==> config.mk <==
export PLATFORM = sky130hd
export DESIGN_NAME = ex_operand_stage_flat
export DESIGN_NICKNAME = d
export VERILOG_FILES = /design/src/rtl/ex_operand_stage_if.sv /design/src/rtl/ex_operand_stage.sv /design/src/flat_wrapper.sv
export SDC_FILE = /design/constraint.sdc
export NUM_CORES = 1
export LEC_CHECK = 0
export CORE_MARGIN = 4
export CORE_UTILIZATION = 40
export DETAILED_ROUTE_END_ITERATION = 6
export PLACE_DENSITY = 0.78
export REMOVE_ABC_BUFFERS = 1
export SLEW_MARGIN = 20
export SYNTH_ARGS = -nofsm -noshare
export SYNTH_HDL_FRONTEND = slang
export SYNTH_SLANG_ARGS = --single-unit
export TNS_END_PERCENT = 5
==> constraint.sdc <==
create_clock -name clk -period 2.1 [get_ports clk]
set_clock_uncertainty 0.2 [all_clocks]
set_input_delay 0.21 -clock clk [delete_from_list [all_inputs] [get_ports clk]]
set_output_delay 0.21 -clock clk [all_outputs]
set_load 0.1 [all_outputs]
==> src/rtl/ex_operand_stage_if.sv <==
// ID/EX operand stage bus: pipeline control, decoded ID fields, forwarding sources and EX-side results.
interface ex_operand_stage_if #(
    parameter int XLEN = 32,
    parameter int REGW = 5,
    parameter int OPW  = 5
);
    logic            stall;
    logic            flush;
    logic            id_valid;
    logic [XLEN-1:0] id_pc;
    logic [XLEN-1:0] id_rf_rd0;
    logic [XLEN-1:0] id_rf_rd1;
    logic [XLEN-1:0] id_imm;
    logic [REGW-1:0] id_rs0;
    logic [REGW-1:0] id_rs1;
    logic [REGW-1:0] id_rd;
    logic            id_rf_we;
    logic [1:0]      id_src0_sel;
    logic [1:0]      id_src1_sel;
    logic [OPW-1:0]  id_alu_op;
    logic            mem_rf_we;
    logic [REGW-1:0] mem_rd;
    logic [XLEN-1:0] mem_data;
    logic            wb_rf_we;
    logic [REGW-1:0] wb_rd;
    logic [XLEN-1:0] wb_data;
    logic            ex_valid;
    logic [XLEN-1:0] ex_pc;
    logic [REGW-1:0] ex_rd;
    logic            ex_rf_we;
    logic [XLEN-1:0] alu_src0;
    logic [XLEN-1:0] alu_src1;
    logic [OPW-1:0]  alu_op;
    logic [XLEN-1:0] ex_store_data;

    modport master (
        output stall, flush, id_valid, id_pc, id_rf_rd0, id_rf_rd1, id_imm,
               id_rs0, id_rs1, id_rd, id_rf_we, id_src0_sel, id_src1_sel, id_alu_op,
               mem_rf_we, mem_rd, mem_data, wb_rf_we, wb_rd, wb_data,
        input  ex_valid, ex_pc, ex_rd, ex_rf_we, alu_src0, alu_src1, alu_op, ex_store_data
    );

    modport slave (
        input  stall, flush, id_valid, id_pc, id_rf_rd0, id_rf_rd1, id_imm,
               id_rs0, id_rs1, id_rd, id_rf_we, id_src0_sel, id_src1_sel, id_alu_op,
               mem_rf_we, mem_rd, mem_data, wb_rf_we, wb_rd, wb_data,
        output ex_valid, ex_pc, ex_rd, ex_rf_we, alu_src0, alu_src1, alu_op, ex_store_data
    );
endinterface

==> src/rtl/ex_operand_stage.sv <==
// ID/EX register feeding the ALU: latches decoded fields, forwards from MEM/WB and muxes ALU operands.
module ex_operand_stage #(
    parameter int XLEN = 32,
    parameter int REGW = 5,
    parameter int OPW  = 5
) (
    input logic              clk,
    input logic              rstn,
    ex_operand_stage_if.slave bus
);

    typedef struct packed {
        logic            valid;
        logic [XLEN-1:0] pc;
        logic [XLEN-1:0] rd0;
        logic [XLEN-1:0] rd1;
        logic [XLEN-1:0] imm;
        logic [REGW-1:0] rs0;
        logic [REGW-1:0] rs1;
        logic [REGW-1:0] rd;
        logic            rfWe;
        logic [1:0]      src0Sel;
        logic [1:0]      src1Sel;
        logic [OPW-1:0]  aluOp;
    } stage_t;

    stage_t          stage_d;
    stage_t          stage_q;
    logic [XLEN-1:0] fwdRs0;
    logic [XLEN-1:0] fwdRs1;
    logic [XLEN-1:0] src0;
    logic [XLEN-1:0] src1;

    // Flush beats stall; a bubble selects zero for both operands so the ALU sees 0 + 0.
    always_comb begin
        stage_d = stage_q;
        if (bus.flush) begin
            stage_d         = '0;
            stage_d.src0Sel = 2'd2;
            stage_d.src1Sel = 2'd3;
        end else if (!bus.stall) begin
            stage_d.valid   = bus.id_valid;
            stage_d.pc      = bus.id_pc;
            stage_d.rd0     = bus.id_rf_rd0;
            stage_d.rd1     = bus.id_rf_rd1;
            stage_d.imm     = bus.id_imm;
            stage_d.rs0     = bus.id_rs0;
            stage_d.rs1     = bus.id_rs1;
            stage_d.rd      = bus.id_rd;
            stage_d.rfWe    = bus.id_rf_we & bus.id_valid;
            stage_d.src0Sel = bus.id_src0_sel;
            stage_d.src1Sel = bus.id_src1_sel;
            stage_d.aluOp   = bus.id_alu_op;
        end
    end

    always_ff @(posedge clk or negedge rstn) begin
        if (!rstn) begin
            stage_q <= '0;
        end else begin
            stage_q <= stage_d;
        end
    end

    // Forwarding uses live MEM/WB inputs so a held instruction picks up results as producers retire.
    always_comb begin
        fwdRs0 = stage_q.rd0;
        if (bus.mem_rf_we && (bus.mem_rd != '0) && (bus.mem_rd == stage_q.rs0)) begin
            fwdRs0 = bus.mem_data;
        end else if (bus.wb_rf_we && (bus.wb_rd != '0) && (bus.wb_rd == stage_q.rs0)) begin
            fwdRs0 = bus.wb_data;
        end

        fwdRs1 = stage_q.rd1;
        if (bus.mem_rf_we && (bus.mem_rd != '0) && (bus.mem_rd == stage_q.rs1)) begin
            fwdRs1 = bus.mem_data;
        end else if (bus.wb_rf_we && (bus.wb_rd != '0) && (bus.wb_rd == stage_q.rs1)) begin
            fwdRs1 = bus.wb_data;
        end

        case (stage_q.src0Sel)
            2'd0:    src0 = fwdRs0;
            2'd1:    src0 = stage_q.pc;
            default: src0 = '0;
        endcase

        case (stage_q.src1Sel)
            2'd0:    src1 = fwdRs1;
            2'd1:    src1 = stage_q.imm;
            2'd2:    src1 = XLEN'(4);
            default: src1 = '0;
        endcase
    end

    assign bus.ex_valid      = stage_q.valid;
    assign bus.ex_pc         = stage_q.pc;
    assign bus.ex_rd         = stage_q.rd;
    assign bus.ex_rf_we      = stage_q.rfWe & stage_q.valid;
    assign bus.alu_src0      = src0;
    assign bus.alu_src1      = src1;
    assign bus.alu_op        = stage_q.aluOp;
    assign bus.ex_store_data = fwdRs1;

endmodule

==> src/flat_wrapper.sv <==
// flat-port wrapper written by rule: the top's interface ports become plain ports
module ex_operand_stage_flat 
#(
    parameter int XLEN = 32,
    parameter int REGW = 5,
    parameter int OPW  = 5
)
  (clk, rstn, bus_stall, bus_flush, bus_id_valid, bus_id_pc, bus_id_rf_rd0, bus_id_rf_rd1, bus_id_imm, bus_id_rs0, bus_id_rs1, bus_id_rd, bus_id_rf_we, bus_id_src0_sel, bus_id_src1_sel, bus_id_alu_op, bus_mem_rf_we, bus_mem_rd, bus_mem_data, bus_wb_rf_we, bus_wb_rd, bus_wb_data, bus_ex_valid, bus_ex_pc, bus_ex_rd, bus_ex_rf_we, bus_alu_src0, bus_alu_src1, bus_alu_op, bus_ex_store_data);
  ex_operand_stage_if #(.XLEN(XLEN), .REGW(REGW), .OPW(OPW)) bus_i ();
  input logic clk;
  input logic rstn;
  input wire logic [$bits(bus_i.stall)-1:0] bus_stall;
  input wire logic [$bits(bus_i.flush)-1:0] bus_flush;
  input wire logic [$bits(bus_i.id_valid)-1:0] bus_id_valid;
  input wire logic [$bits(bus_i.id_pc)-1:0] bus_id_pc;
  input wire logic [$bits(bus_i.id_rf_rd0)-1:0] bus_id_rf_rd0;
  input wire logic [$bits(bus_i.id_rf_rd1)-1:0] bus_id_rf_rd1;
  input wire logic [$bits(bus_i.id_imm)-1:0] bus_id_imm;
  input wire logic [$bits(bus_i.id_rs0)-1:0] bus_id_rs0;
  input wire logic [$bits(bus_i.id_rs1)-1:0] bus_id_rs1;
  input wire logic [$bits(bus_i.id_rd)-1:0] bus_id_rd;
  input wire logic [$bits(bus_i.id_rf_we)-1:0] bus_id_rf_we;
  input wire logic [$bits(bus_i.id_src0_sel)-1:0] bus_id_src0_sel;
  input wire logic [$bits(bus_i.id_src1_sel)-1:0] bus_id_src1_sel;
  input wire logic [$bits(bus_i.id_alu_op)-1:0] bus_id_alu_op;
  input wire logic [$bits(bus_i.mem_rf_we)-1:0] bus_mem_rf_we;
  input wire logic [$bits(bus_i.mem_rd)-1:0] bus_mem_rd;
  input wire logic [$bits(bus_i.mem_data)-1:0] bus_mem_data;
  input wire logic [$bits(bus_i.wb_rf_we)-1:0] bus_wb_rf_we;
  input wire logic [$bits(bus_i.wb_rd)-1:0] bus_wb_rd;
  input wire logic [$bits(bus_i.wb_data)-1:0] bus_wb_data;
  output wire logic [$bits(bus_i.ex_valid)-1:0] bus_ex_valid;
  output wire logic [$bits(bus_i.ex_pc)-1:0] bus_ex_pc;
  output wire logic [$bits(bus_i.ex_rd)-1:0] bus_ex_rd;
  output wire logic [$bits(bus_i.ex_rf_we)-1:0] bus_ex_rf_we;
  output wire logic [$bits(bus_i.alu_src0)-1:0] bus_alu_src0;
  output wire logic [$bits(bus_i.alu_src1)-1:0] bus_alu_src1;
  output wire logic [$bits(bus_i.alu_op)-1:0] bus_alu_op;
  output wire logic [$bits(bus_i.ex_store_data)-1:0] bus_ex_store_data;
  assign bus_i.stall = bus_stall;
  assign bus_i.flush = bus_flush;
  assign bus_i.id_valid = bus_id_valid;
  assign bus_i.id_pc = bus_id_pc;
  assign bus_i.id_rf_rd0 = bus_id_rf_rd0;
  assign bus_i.id_rf_rd1 = bus_id_rf_rd1;
  assign bus_i.id_imm = bus_id_imm;
  assign bus_i.id_rs0 = bus_id_rs0;
  assign bus_i.id_rs1 = bus_id_rs1;
  assign bus_i.id_rd = bus_id_rd;
  assign bus_i.id_rf_we = bus_id_rf_we;
  assign bus_i.id_src0_sel = bus_id_src0_sel;
  assign bus_i.id_src1_sel = bus_id_src1_sel;
  assign bus_i.id_alu_op = bus_id_alu_op;
  assign bus_i.mem_rf_we = bus_mem_rf_we;
  assign bus_i.mem_rd = bus_mem_rd;
  assign bus_i.mem_data = bus_mem_data;
  assign bus_i.wb_rf_we = bus_wb_rf_we;
  assign bus_i.wb_rd = bus_wb_rd;
  assign bus_i.wb_data = bus_wb_data;
  assign bus_ex_valid = bus_i.ex_valid;
  assign bus_ex_pc = bus_i.ex_pc;
  assign bus_ex_rd = bus_i.ex_rd;
  assign bus_ex_rf_we = bus_i.ex_rf_we;
  assign bus_alu_src0 = bus_i.alu_src0;
  assign bus_alu_src1 = bus_i.alu_src1;
  assign bus_alu_op = bus_i.alu_op;
  assign bus_ex_store_data = bus_i.ex_store_data;
  ex_operand_stage #(.XLEN(XLEN), .REGW(REGW), .OPW(OPW)) u_core (.clk(clk), .rstn(rstn), .bus(bus_i));
endmodule
## Word level (Yosys, flattened, before mapping)

Index checks and enable logic that the tools add are counted.

- Flip-flop bits (word level): 154
- Input bits: 234
- Output and inout port bits: 140
- Logic and storage cells: 40

- Eq/ne operators: 8
- Muxes and demuxes: 8
- Bitwise operators: 2
- Reduce and logical (&&, ||, !) cells: 10

Operator list:

| cell | number |
|---|---|
| $mux 154 | 2 |
| $mux 32 | 4 |
| $pmux 32 s3 | 1 |
| $pmux 32 s2 | 1 |
| $eq 5x5->1 | 4 |
| $reduce_bool 5->1 | 2 |
| $logic_and 1x1->1 | 6 |
| $eq 2x1->1 const B | 2 |
| $logic_not 2->1 | 2 |
| $and 1x1->1 | 2 |
| $eq 2x2->1 const B | 1 |
| $ne 2x1->1 const B | 1 |

## Depth between registers and ports, before layout

Gate-level depths: netlist of run 1.

- Word-level depth: 6
- Gate-level depth with buffers: 8
- Mapped depth without buffers: 5

## Worst setup path after synthesis of run 1

No wires, ideal clock.

- Path kind: input-to-output
- Start: in bus_mem_rd[0]
- End: out bus_alu_src0[10]
- Arrival time: 3.537 ns
- Required time: 1.690 ns
- Setup slack: -1.847 ns
- Cell stages on the path: 6
- Buffers on the path: 1
- Cell sequence: or4_1 o2111ai_1 or2_2 clkbuf_1 o21ai_0 o21ai_0

- Cells in the longest elaborated chain, start to end: 5
- Elaborated cells between the ends (all ways): 6

RTL lines:

| element | line | text |
|---|---|---|
| start, declared | flat_wrapper.sv:27 | `input wire logic [$bits(bus_i.mem_rd)-1:0] bus_mem_rd;` |
| $reduce_bool 5->1 | ex_operand_stage.sv:68 | `if (bus.mem_rf_we && (bus.mem_rd != '0) && (bus.mem_rd == stage_q.rs0)) begin` |
| $logic_and 1x1->1 | ex_operand_stage.sv:68 |  |
| $logic_and 1x1->1 (*) | ex_operand_stage.sv:68 |  |
| $mux 32 (*) | ex_operand_stage.sv:68 |  |
| $pmux 32 s2 (*) | ex_operand_stage.sv:81 | `case (stage_q.src0Sel)` |
| end, declared | flat_wrapper.sv:36 | `output wire logic [$bits(bus_i.alu_src0)-1:0] bus_alu_src0;` |

Every way passes the cells marked *; elsewhere a longest branch is shown, timed or not.

## Worst setup path after layout of run 1

- Start: in bus_wb_rd[0]
- End: out bus_alu_src1[27]

- Cells in the longest elaborated chain, start to end: 6
- Elaborated cells between the ends (all ways): 7

RTL lines:

| element | line | text |
|---|---|---|
| start, declared | flat_wrapper.sv:30 | `input wire logic [$bits(bus_i.wb_rd)-1:0] bus_wb_rd;` |
| $reduce_bool 5->1 | ex_operand_stage.sv:77 | `end else if (bus.wb_rf_we && (bus.wb_rd != '0) && (bus.wb_rd == stage_q.rs1)) begin` |
| $logic_and 1x1->1 | ex_operand_stage.sv:77 |  |
| $logic_and 1x1->1 (*) | ex_operand_stage.sv:77 |  |
| $mux 32 (*) | ex_operand_stage.sv:77 |  |
| $mux 32 (*) | ex_operand_stage.sv:75 | `if (bus.mem_rf_we && (bus.mem_rd != '0) && (bus.mem_rd == stage_q.rs1)) begin` |
| $pmux 32 s3 (*) | ex_operand_stage.sv:87 | `case (stage_q.src1Sel)` |
| end, declared | flat_wrapper.sv:37 | `output wire logic [$bits(bus_i.alu_src1)-1:0] bus_alu_src1;` |

Marks and branches as above.

==> results of run 1 <==
## power groups by stage
stage | Clock [mW] | Combinational [mW] | Sequential, mW
4_1_cts | 3.51 | 3.18 | 3.26
3_5_place_dp | 0 | 3.05 | 3.31
3_3_place_gp | 0 | 3.02 | 3.30
6_report | 3.49 | 3.24 | 3.26
2_1_floorplan | 0 | 1.18 | 3.63
5_1_grt | 3.67 | 3.36 | 3.28
## cells in the final DEF, fill, tap and decap left out, drive strengths merged, types with 2 or more instances in the layout
master / instances
and2: 4
xor2: 7
a221o: 30
nand3: 2
a211oi: 33
clkbuf: 20
buf: 243
dlygate4sd2: 4
bufinv: 5
clkinv: 3
or4: 2
dlygate4sd3: 2
mux2: 62
nand2: 38
clkinvlp: 3
nor3: 2
o21ai: 66
inv: 5
and3: 32
a211o: 3
nor2b: 4
nor2: 158
xnor2: 12
mux2i: 151
clkdlybuf4s50: 226
a21oi: 2
dfrtp: 154
o2111ai: 2
nor4b: 30
diode: 5
## kinds of logic after synthesis
logic type      count (synthesis)
simple gates                  274
mux                           213
flops                         154
compound gates                138
buf+inv                       127
xor+xnor                       19
## sequential cells by signal, summed over array words and instances (netlist names)
register / cells
u_core.stage_q: 111
u_core.bus.ex_pc: 32
u_core.bus.alu_op: 5
u_core.bus.ex_rd: 5
u_core.bus.ex_valid: 1
## path summary, 6_finish.rpt
kind,from,end,slack [ns],cells past startpoint
min in group clk,bus_id_pc[30],u_core.bus.ex_pc[30],0.18,3
worst min-delay path,rstn,u_core.bus.ex_pc[10],0.12,2
worst max register to register,u_core.stage_q[5],u_core.stage_q[5],0.78,3
worst min register to register,u_core.stage_q[77],u_core.stage_q[77],0.32,2
max in group asynchronous,rstn,u_core.stage_q[23],0.95,3
worst max-delay path,bus_wb_rd[0],bus_alu_src1[27],-1.04,9
## synth_stat cells (4+ instances only)
cell	n	area [sq um]
nor4b_1	30	263
buf_6	7	78.8
nor2b_1	4	25.0
o21ai_0	65	325
clkbuf_1	55	206
buf_1	13	48.8
xnor2_1	12	105
buf_2	7	35.0
mux2i_1	151	1510
nand2_1	38	143
nor2_1	157	589
a211oi_1	33	248
xor2_1	7	61.3
and3_1	32	200
dfrtp_1	154	3850
mux2_2	53	597
mux2_1	9	101
a221o_1	30	300
buf_4	42	315
## repair_timing
item,in CTS,in global routing
buffers inserted,12,0
endpoints found under the setup margin,96,96
gates resized for setup,114,41
hold buffers,2,0
cloned,4,1
endpoints found under the hold margin,161,0
pin swaps,59,13
## worst reg2reg max path: cells and delay by family, from the launching register on
| kind | cells | cell delay, ns |
|---|---|---|
| buffers and inverters | 2 | 0.33 |
| AOI/OAI and AO/OA | 1 | 0.28 |
| DFF | 1 | 0.40 |
## per-layer routing
metal	GRT usage, %	wire [um]	up-vias
met4	16.1	1620	2
met3	6.50	3220	110
met2	47.9	19100	525
li1	-	-	4005
met1	34.6	14600	4561
met5	0	7	-
## layout make-up
class                           instances  share of cell area, %
Antenna cell                            5                 0.0789
Clock buffer                           19                   2.73
Clock inverter                         13                   1.37
Inverter                                3                 0.0710
Multi-Input combinational cell        646                   32.8
Sequential cell                       154                   24.3
Tap cell                              285                   2.25
Timing Repair Buffer                  476                   36.3
==> metrics.md, run 1 <==
| Metric | Value |
|---|---|
| Post-Synth XOR/XNOR Area | between 1.5 and 2% |
| H-tree depth reported by CTS | 4 |
| CP Class | in -> out |
| CORE AREA | approximately 0.023 sq mm |
| Sw Share | 34.0% |
| Asr flop ratio synth | 100% |
| Pint | 6.59 mW |
| Final HPWL DP | between 20 and 30 mm |
| Critical Path Start Type | input pin |
| Initial DRC Count | 820 |
| Worst-path clk slew | 0.07 ns |
| Prevailing post-synth register cell | dfrtp_1 |
| Critical-path top delay cell | clkdlybuf4s50_1 |
| Status | complete, but fails checks |
| Fillers | 1573 |
| Pin count of the biggest net entering global routing | 52 |
| Placer Congestion | roughly 0.96 |
| CP max stage delay | 0.45 ns |
| YS warnings | 0 |
| Compound-cell area share of the yosys netlist | 10.4% |
| Die ar. | 0.0255 sq mm |
| Total gr overflow | 0 |
| Hold Vio Cnt, Final | 0 |
| Clock sinks | 154 |
| Adder-cell share of the synthesized area | 0% |
| Finished layout cell area | 0.0159 sq mm |
| Sw Pwr | around 3.4 mW |
| Mean post-synth cell area | approximately 9.9 sq um |
| Clk_lat worst skew | 0.43 ns |
| Setup TNS | -82.78 ns |
| Worst VDD drop | between 400 and 500 uV |
| TritonCTS clock tree | done |
| CTS Root Cell | clkbuf_16 |
| Slew of the pin with the lowest slew margin | 0.676 ns |
| Proportion of synthesized area in mux cells | 24.1% |
| Initial DRT Pass Iterations | 5 |
| # IOs | about 370 |
| Clock share of power | 34.9% |
| Area of the multi-input gates | 0.00520 sq mm |
| CP Cell Sequence | clkdlybuf4s50_1, nor4_2, buf_4, nor3_1, o2111ai_4, buf_12, mux2_2, a221o_1, buf_12 |
| Synth Cell Area | 0.00919 sq mm |
| Main combinational cell family by area after synthesis | multiplexers |
| Post-synth EDFFs | 0 |
| Placed cell count | 1548 |
| Gate Count Post-Synth | between 900 and 1k |
| Final count of pins violating max slew | 0 |
| DRC | 0 |
| Post-DR vias/cell | 5.75 |
| Leak | around 7.2 nW |
| Flop pwr share | around 33% |
| Via count | approximately 9k |
| First-pass GRT wire length | about 57 mm |
| CTS Buf Count | 17 |
| Failing checks | setup timing |
| Nets | approximately 1.5k |
| Initial Util | between 40% and 50% |
| Worst Path Max Fanout | 21 |
| Non-Filler Instances | around 1.6k |
| Finished Core Util | 70.0% |
| Vias in the first global route | 9777 |
| Max-cap viol count | 0 |
| Final ANT Viol Nets | 0 |
| Number of I/O port buffers | 373 |
| Die H | between 150 and 200 um |
| Clock buffer depth | 2 |
| Tmin final | 3.14 ns |
| Final hold slack | 0.125 ns |
| Row Count | 55 |
| Final setup violation count | 96 |
| Synth-to-Final Area Change | 72.6% |
| Setup slack at placement | -1.06 ns |
| Slack of the critical path | -1.04 ns |
| Share of cells above drive strength 1 | 31.4% |
| Register Area | 0.00386 sq mm |
| Class of the worst hold path | in -> async |
| Critical Path Most Common Cell | buf_12 |
| Seq/Total Area, Yosys | 41.9% |
| Final wirelength | 38.6 mm |
| GR Util All Layers | 28.8% |
| FF+latch count, synth | between 150 and 200 |
| Crit path max-delay family | buffers and inverters |
| Post-detailed-placement cell area | around 0.014 sq mm |
| RSZ-0062 raised after global routing | yes |
| Wire per inst | between 20 and 25 um |
| Simple-gate share of the synthesized area | ~14% |
| PwrDens | 630 mW/mm^2 |
| Crit end category | output port |
| Crit path buffers/inverters | 4 |
| Max transition margin | between 50% and 60% |
| Pwr Total | 9.99 mW |
| CP Data Required Time | 1.69 ns |
| Critical path data arrival time | between 2 and 3 ns |
| Initial antenna violation count | 5 |
| Die extent in x | 160 um |
| Final period utilization | 150% |
| Number of distinct library cells after synthesis | 36 |
| Combinational power share | 32.4% |
| F_max | 318 MHz |
Note: power is estimated with default switching activity, not from simulation.
==> run 2, diff against run 1 <==
Settings changed: CELL_PAD_IN_SITES_DETAIL_PLACEMENT set to 1, CELL_PAD_IN_SITES_GLOBAL_PLACEMENT set to 2, CORE_UTILIZATION 40 to 23, PLACE_DENSITY 0.78 to not set, PLACE_DENSITY_LB_ADDON set to 0.1.
==> run 2 against run 1 <==
Net effect:
- the flow still finishes with violations (setup timing)
- routed wire length increased by 17%
- sequential share of layout area fell by 0.46 points
- combinational power hardly changed
- final cell count increased by 15%
- design area grew 1.8%
- utilization shrank 29 points
- sequential power is essentially flat
- clock power increased by 3%
- first-iteration DRC count down 59%
- non-clock buffer count increased by 12
- critical path depth unchanged
- die area is 70% higher
==> metrics.md, run 2 (synthesis gave the netlist of run 1 again) <==
| Metric | Value |
|---|---|
| Status | complete, but fails checks |
| Failing checks | setup timing |
| R2r worst-path depth | 2 |
| Critical Path Start Type | register |
| Crit path depth | 9 |
| Worst-path clk slew | 0.07 ns |
| CORE AREA | roughly 0.039 sq mm |
| Die ar. | 0.0432 sq mm |
| Slew of the pin with the lowest slew margin | around 0.68 ns |
| Leading cell type in the layout, fill and taps excluded | clkdlybuf4s50_1 |
| Max transition margin | 54.5% |
| Clock sinks | approximately 150 |
| Crit path max-delay family | buffers and inverters |
| Critical path data arrival time | 2.71 ns |
| Vias in the first global route | 9444 |
| Final count of pins violating max slew | 0 |
| Total gr overflow | 0 |
| Area of the multi-input gates | ~0.0050 sq mm |
| CP Class | reg -> out |
| CP Cell Sequence | buf_4, xor2_1, nor3_1, buf_4, o2111ai_4, buf_12, mux2_2, a221o_1, buf_12 |
| Class of the worst hold path | in -> async |
| Leak | 7.29 nW |
| PwrDens | 626 mW/mm^2 |
| Max-cap viol count | 0 |
| Initial DRC Count | 335 |
| Clock buffer depth | 2 |
| Pin count of the biggest net entering global routing | 55 |
| Finished layout cell area | 0.0161 sq mm |
| First-pass GRT wire length | 67.3 mm |
| Final HPWL DP | ~32 mm |
| Initial DRT Pass Iterations | 4 |
| GR Util All Layers | between 20% and 30% |
| Crit path buffers/inverters | 4 |
| Crit end category | output port |
| Post-DR vias/cell | 4.72 |
| Hold Vio Cnt, Final | 0 |
| Final period utilization | 149% |
| Tmin final | a little over 3 ns |
| CP max stage delay | 0.39 ns |
| # IOs | 374 |
| Post-detailed-placement cell area | 0.0148 sq mm |
| Placer Congestion | around 0.76 |
| Via count | approximately 8.7k |
| Nets | about 1.5k |
| Initial Util | 23.5% |
| H-tree depth reported by CTS | 4 |
| Die H | 208 um |
| Die extent in x | between 200 and 250 um |
| TritonCTS clock tree | done |
| Number of I/O port buffers | 373 |
| Reg with most FFs | u_core.stage_q |
| Clk_lat worst skew | between 0.4 and 0.5 ns |
| Worst Path Max Fanout | 15 |
| Fillers | between 4k and 5k |
| Worst VDD drop | 595 uV |
| Initial antenna violation count | 8 |
| DRC | 0 |
| Pwr Total | 10.1 mW |
| Slack of the critical path | -1.02 ns |
| CTS Root Cell | clkbuf_16 |
| Final setup violation count | 96 |
| CTS Buf Count | 17 |
| Max FFs per register | approximately 110 |
| Wire per inst | ~24 um |
| Register Area | 0.00386 sq mm |
| CP Data Required Time | 1.69 ns |
| Critical-path top delay cell | dfrtp_1 |
| Row Count | 72 |
| Final wirelength | 45.2 mm |
| Synth-to-Final Area Change | 75.7% |
| Final hold slack | 0.0875 ns |
| Final ANT Viol Nets | 0 |
| Share of cells above drive strength 1 | 30.6% |
| RSZ-0062 raised after global routing | yes |
| Most frequent cells in the layout | clkdlybuf4s50_1, nor2_1, dfrtp_1 |
| F_max | 321 MHz |
run 2: cell count changes in the layout (fill, tap and decap cells not counted), sizes merged:
cell / change
clkdlybuf4s50: -1
inv: -2
clkinv: +2
dlymetal6s2s: +1
diode: -1
buf: +12
clkinvlp: -1
bufbuf: +1
run 2: power breakdown:
group          switching, mW  internal, mW  leakage (nW)  total, mW
Sequential             0.125          3.13          2.03       3.26
Clock                   1.40          2.20         0.322       3.60
Combinational           1.91          1.33          4.94       3.25
run 2: final cells by class:
class	instances	area share (%)
Sequential cell	154	23.9
Tap cell	518	4.02
Clock buffer	20	2.89
Multi-Input combinational cell	646	31.2
Clock inverter	12	1.20
Antenna cell	4	0.0620
Inverter	3	0.0698
Timing Repair Buffer	488	36.7
run 2: per-stage QoR:
| step | worst slack (ns) | std cells | utilization, % | TNS (ns) |
|---|---|---|---|---|
| 2_1_floorplan | -2.63 | 801 | - | -183.14 |
| 3_3_place_gp | -1.13 | 1794 | 38.0 | -94.91 |
| 3_5_place_dp | -1.21 | 1794 | 38.0 | -98.49 |
| 4_1_cts | -1.08 | 1841 | 41.0 | -90.75 |
| 5_1_grt | -1.15 | 1844 | 41.3 | -97.07 |
| 6_report | -1.02 | 1845 | 41.3 | -85.41 |
run 2: what timing repair did:
item,4_1_cts,5_1_grt
pin swaps,31,25
hold endpoints to repair,151,0
gates resized for setup,104,23
setup buffers,10,0
gates cloned,5,0
endpoints found under the setup margin,96,96
hold buffers,2,0
run 2: final timing paths:
path / from / end / slack, ns
setup reg to reg: u_core.stage_q[6] / u_core.stage_q[6] / 0.77
min in group clk: bus_stall / u_core.stage_q[16] / 0.11
hold reg to reg: u_core.stage_q[81] / u_core.stage_q[81] / 0.32
max in group asynchronous: rstn / u_core.stage_q[51] / 0.93
hold / removal: rstn / u_core.stage_q[23] / 0.09
setup / recovery: u_core.stage_q[18] / bus_alu_src1[30] / -1.02
run 2: routing by layer:
metal  vias to the layer above  part of all wire (%)  GRT usage, %
li1                       4030                     -             -
met1                      4392                    46          27.7
met2                       251                    47          33.3
met3                        36                   5.4          5.50
met4                         6                   1.6          5.32
met5                         -                 0.084             0
==> run 3, diff against run 2 <==
Settings changed: SLEW_MARGIN 20 to not set.
==> results of run 3 <==
The final DEF is identical to that of run 2; final timing and power are the same.
